[src/rtl/wb_pkg.sv]
// Shared definitions for the writeback/commit stage.
package wb_pkg;

    localparam int unsigned XLEN_DEF   = 64;
    localparam int unsigned REG_AW_DEF = 5;
    localparam int unsigned WE_W       = 1;

    localparam logic [XLEN_DEF-1:0] ZERO_WORD = '0;

    // Buffer entry layout at the default widths; the top re-declares it with its own parameters.
    typedef struct packed {
        logic                  we;
        logic [REG_AW_DEF-1:0] rd;
        logic [XLEN_DEF-1:0]   data;
    } wb_entry_t;

endpackage

[src/rtl/wb_src_sel.sv]
// Priority mux over N_SRC result sources; index 0 wins.
module wb_src_sel
    import wb_pkg::*;
#(
    parameter int unsigned XLEN  = XLEN_DEF,
    parameter int unsigned N_SRC = 2
) (
    input  logic [N_SRC-1:0]      src_ena,
    input  logic [N_SRC*XLEN-1:0] src_data,
    output logic [XLEN-1:0]       sel_data,
    output logic                  any_ena,
    output logic                  multi_ena
);

    // Take the first enabled source; any later enabled source flags a conflict.
    always_comb begin
        sel_data  = '0;
        any_ena   = 1'b0;
        multi_ena = 1'b0;
        for (int unsigned i = 0; i < N_SRC; i++) begin
            if (src_ena[i]) begin
                if (!any_ena) begin
                    sel_data = src_data[i*XLEN +: XLEN];
                end else begin
                    multi_ena = 1'b1;
                end
                any_ena = 1'b1;
            end
        end
    end

endmodule

[src/rtl/wb_commit.sv]
// Writeback/commit stage: source select, result FIFO, register-file commit,
// youngest-entry forwarding and retired-instruction counter.
module wb_commit
    import wb_pkg::*;
#(
    parameter int unsigned XLEN   = XLEN_DEF,
    parameter int unsigned N_SRC  = 2,
    parameter int unsigned REG_AW = REG_AW_DEF,
    parameter int unsigned DEPTH  = 2
) (
    input  logic                  clk,
    input  logic                  rst,
    input  logic                  in_valid,
    output logic                  in_ready,
    input  logic [N_SRC-1:0]      in_src_ena,
    input  logic [N_SRC*XLEN-1:0] in_src_data,
    input  logic [REG_AW-1:0]     in_rd_addr,
    input  logic                  wb_stall,
    output logic                  rf_we,
    output logic [REG_AW-1:0]     rf_waddr,
    output logic [XLEN-1:0]       rf_wdata,
    output logic                  fwd_valid,
    output logic [REG_AW-1:0]     fwd_addr,
    output logic [XLEN-1:0]       fwd_data,
    output logic [63:0]           instret,
    output logic                  sel_err
);

    localparam int unsigned PW = $clog2(DEPTH);
    localparam int unsigned CW = PW + 1;

    typedef struct packed {
        logic              we;
        logic [REG_AW-1:0] rd;
        logic [XLEN-1:0]   data;
    } entry_t;

    entry_t          mem_q [DEPTH];
    logic [PW-1:0]   wr_ptr_q, wr_ptr_d;
    logic [PW-1:0]   rd_ptr_q, rd_ptr_d;
    logic [CW-1:0]   count_q, count_d;
    logic [63:0]     instret_q, instret_d;
    logic            sel_err_q, sel_err_d;

    logic [XLEN-1:0] sel_data;
    logic            any_ena, multi_ena;
    logic            full, empty, push, pop;
    logic [PW-1:0]   yng_ptr;
    entry_t          new_entry, head, yng;

    wb_src_sel #(
        .XLEN  (XLEN),
        .N_SRC (N_SRC)
    ) u_src_sel (
        .src_ena   (in_src_ena),
        .src_data  (in_src_data),
        .sel_data  (sel_data),
        .any_ena   (any_ena),
        .multi_ena (multi_ena)
    );

    // Handshake, resolved entry and combinational commit/forward views.
    always_comb begin
        full         = (count_q == CW'(DEPTH));
        empty        = (count_q == '0);
        push         = in_valid && !full;
        pop          = !empty && !wb_stall;
        yng_ptr      = wr_ptr_q - 1'b1;
        head         = mem_q[rd_ptr_q];
        yng          = mem_q[yng_ptr];
        new_entry.we   = any_ena && (in_rd_addr != '0);
        new_entry.rd   = in_rd_addr;
        new_entry.data = sel_data;
        in_ready     = !full;
        rf_we        = pop && head.we;
        rf_waddr     = head.rd;
        rf_wdata     = head.data;
        fwd_valid    = !empty && yng.we;
        fwd_addr     = empty ? '0 : yng.rd;
        fwd_data     = empty ? '0 : yng.data;
        instret      = instret_q;
        sel_err      = sel_err_q;
    end

    // Next-state for pointers, occupancy, counter and sticky error.
    always_comb begin
        wr_ptr_d  = wr_ptr_q;
        rd_ptr_d  = rd_ptr_q;
        count_d   = count_q;
        instret_d = instret_q;
        sel_err_d = sel_err_q;
        if (push) begin
            wr_ptr_d = wr_ptr_q + 1'b1;
            if (multi_ena) sel_err_d = 1'b1;
        end
        if (pop) begin
            rd_ptr_d  = rd_ptr_q + 1'b1;
            instret_d = instret_q + 64'd1;
        end
        case ({push, pop})
            2'b10:   count_d = count_q + 1'b1;
            2'b01:   count_d = count_q - 1'b1;
            default: count_d = count_q;
        endcase
    end

    // State registers; reset drops all buffered entries uncommitted.
    always_ff @(posedge clk or negedge rst) begin
        if (!rst) begin
            wr_ptr_q  <= '0;
            rd_ptr_q  <= '0;
            count_q   <= '0;
            instret_q <= '0;
            sel_err_q <= 1'b0;
            for (int unsigned i = 0; i < DEPTH; i++) mem_q[i] <= '0;
        end else begin
            wr_ptr_q  <= wr_ptr_d;
            rd_ptr_q  <= rd_ptr_d;
            count_q   <= count_d;
            instret_q <= instret_d;
            sel_err_q <= sel_err_d;
            if (push) mem_q[wr_ptr_q] <= new_entry;
        end
    end

endmodule

[config.mk]
export PLATFORM = sky130hd
export DESIGN_NAME = wb_commit
export DESIGN_NICKNAME = d
export VERILOG_FILES = /design/src/rtl/wb_pkg.sv /design/src/rtl/wb_src_sel.sv /design/src/rtl/wb_commit.sv
export SDC_FILE = /design/constraint.sdc
export NUM_CORES = 1
export LEC_CHECK = 0
export CAP_MARGIN = 25
export CORE_ASPECT_RATIO = 0.7
export CORE_MARGIN = 4
export CORE_UTILIZATION = 50
export DETAILED_ROUTE_END_ITERATION = 6
export GPL_ROUTABILITY_DRIVEN = 0
export PLACE_DENSITY = 0.84
export SLEW_MARGIN = 20
export SYNTH_ARGS = -nofsm -noshare
export SYNTH_HDL_FRONTEND = slang
export SYNTH_SLANG_ARGS = --single-unit
[constraint.sdc]
create_clock -name clk -period 3.4 [get_ports clk]
set_clock_uncertainty 0.05 [all_clocks]
set_input_delay 0.68 -clock clk [delete_from_list [all_inputs] [get_ports clk]]
set_output_delay 0.68 -clock clk [all_outputs]
set_load 0.005 [all_outputs]
==> key figures <==
Place
  – Dpl ws: 351 ps
  – Detail Placement HPWL: around 23000 um
  – Dpl cells: approximately 1.6k
  – IO buf count: approximately 340
  – Post-DP Area: 14500 um2

Floorplanning
  – Core area: between 20000 and 25000 um2
  – Site Rows: 44
  – DIE HEIGHT: roughly 130 um
  – Die width: between 150 and 200 um
  – Starting Density: 51.2%
  – I/O pin count: 345
  – Die area: ~24000 um2

CTS
  – Skew-Pair Late Insertion Delay: about 500 ps
  – Reg clk slew, reported paths: ~60 ps
  – Clock sinks: approximately 210
  – CTS H-tree depth: 1
  – CTS Hold Bufs: 0
  – Root Buffer: clkbuf_16
  – Post-CTS Setup Inserts: 0
  – CTS resizes: 0
  – CTS tree: built
  – CTS Buf Count: 22
  – Max clock buf depth: 3

Synth
  – Synth area leaders: dfrtp_1 (49%), mux2_2 (7.9%), mux2i_1 (6.7%)
  – Netlist cell types: 39
  – Gate Count Post-Synth: between 1k and 1.5k
  – Post-synth EDFFs: 0
  – Mapped Nets: around 1.2k
  – Main synth FF type: dfrtp_1
  – Yosys reg bits: 209
  – Post-synth top area share: a little under 50%
  – Post-Syn Area: around 11000 um2
  – Post-synth top area cell: dfrtp_1
  – Ys Warns: 0
  – Part of the Yosys area used for sequential elements: 48.9%
  – Fraction of registers with async set/reset: between 90% and 100%
  – Mapped Avg Cell Area: about 10 um2

STA
  – Final setup fails: 0
  – Setup TNS Final: 0 ps
  – WHS: around 210 ps
  – RSZ-0062 raised after global routing: false
  – Max Clk Rate: 0.322 GHz
  – Final worst path period share: 91.5%
  – Worst Tran Pin Value: about 900 ps
  – Fin. max-slew vios: 0
  – Crit path setup slack, layout: ~290 ps
  – Final hold vios: 0
  – Max-slew headroom: between 40% and 50%
  – Final min period: ~3100 ps

Final layout
  – Antenna diode count: 0
  – Final instance area: roughly 15000 um2
  – Share of cells above drive strength 1: approximately an eighth
  – Final net count: between 1.5k and 2k
  – Area grow syn2layout: 42.3%
  – Final core occ: around 73%
  – Post-route insts no fill: 1672

Setup path
  – Critical Path AT: around 2400 ps
  – R2R Path End: instret[60]
  – R2r worst-path depth: 5
  – CP max-delay cell: dfrtp_4
  – CP Buf/Inv Count: 2
  – Crit path from: wr_ptr_q
  – CP Data Required Time: 2670 ps
  – CP max stage delay: ~760 ps
  – CP Launch Type: register
  – Kind of critical path: reg2out
  – CP Cell Sequence: buf_12 -> mux2i_1 -> nor2_1 -> clkdlybuf4s50_1
  – Crit. End Element: primary output
  – Setup slack, reg-to-reg: slightly below 1000 ps
  – Reg2Reg Launch Point: instret[25]
  – Worst-path maximum fanout: 26
  – Family with the most delay on the worst path: flip-flops

Route
  – Wirelength per Cell: 19.5 um
  – Vias per cell: approximately 5.6
  – DR DRC count: 0
  – Router iterations before antenna repair: 5
  – Post-DRT Antenna Nets: 0
  – Via Count: a little over 9k
  – Final WL: between 30000 and 40000 um
  – Initial drt markers: ~640

Pwr
  – Leakage: 6.61 nW
  – Power Dens Cells: 912 nW/um2
  – Maximum VDD drop: slightly below 0.0006 V
  – Design Power: 13.9 mW

Status
  – Status: finished, final reports clean

GRT
  – Vias in the first global route: ~9.2k
  – Pin count of the biggest net entering global routing: between 100 and 150
  – GR Overflow Total: 0
  – Total track usage: 26.2%
  – Initial antenna violation count: 0
  – First-pass GRT wire length: 50000 um

Worst hold path
  – Hold Path Class: in2async

Flow run
  – Max-Cap Viols: 0
cells by family after synthesis:
group / after synthesis / share of synthesized area, %
flip-flops: 209 / 48.9
AO/OA/AOI/OAI: 196 / 10.8
buffers and inverters: 86 / 3.39
XOR/XNOR: 68 / 5.57
adder cells (fa/ha/maj): 2 / 0.234
multiplexers: 147 / 14.6
AND/OR/NAND/NOR: 357 / 16.5
per-layer routing:
layer | routed length (um) | GRT usage, %
met1 | 12900 | 32.8
met2 | 15900 | 45.5
met3 | 2640 | 6.02
met4 | 1090 | 8.78
met5 | 0 | 0
worst max path at each step:
stage / cells past startpoint / slack, ps / to
after floorplan: 4 / 1320 / fwd_addr[0]
after CTS: 3 / 260 / rf_wdata[52]
after detailed placement: 6 / 350 / instret[45]
after global routing: 4 / 190 / fwd_data[42]
after global placement: 6 / 380 / instret[45]
final: 4 / 290 / fwd_data[42]
registers in the layout (all words and copies together) (netlist names):
name      flops
instret      64
count_q       2
rd_ptr_q      1
wr_ptr_q      1
mem_q       140
sel_err       1
worst register-to-register path: cells and delay by family, from the launching register on:
family,cells,cell delay (ps)
simple gates,4,1660
xor+xnor,1,180
flops,1,480
final cells by class:
class | instances | area, um2
fill | 1501 | 5660
sequential | 209 | 5240
multi-input combinational | 770 | 5130
timing repair buffer | 364 | 3700
clock buffer | 30 | 632
tap | 276 | 345
clock inverter | 9 | 104
inverter | 14 | 52.6
cells in the final DEF (no fill, tap or decap), types with 23 or more instances in the layout:
cell type	netlist	final
a21oi_1	65	65
a22oi_1	63	63
clkbuf_16	0	23
clkdlybuf4s50_1	0	342
dfrtp_1	209	207
mux2_2	75	75
mux2i_1	72	72
nand2_1	105	105
nor2_1	158	156
o21ai_0	65	65
xnor2_1	32	32
xor2_1	36	36
where the power goes:
group          total (mW)  internal [mW]  switching [mW]  leakage (nW)
logic                7.14           4.12            3.03          3.67
clock network        2.44           1.46           0.983         0.364
registers            4.28           3.41           0.865          2.57
cells in the mapped netlist (2+ instances only):
cell	count
a21oi_1	65
a22oi_1	63
and3_1	4
buf_1	6
buf_2	11
buf_6	3
clkbuf_1	51
dfrtp_1	209
ha_1	2
inv_1	14
mux2_2	75
mux2i_1	72
nand2_1	105
nand3_1	16
nand4_1	20
nand4_2	3
nand4_4	2
nor2_1	158
nor2b_1	2
nor3_1	11
nor3_2	10
nor4_1	4
nor4_2	9
nor4_4	4
o21ai_0	65
or4_1	2
xnor2_1	32
xor2_1	36
Note: power is estimated with default switching activity, not from simulation.
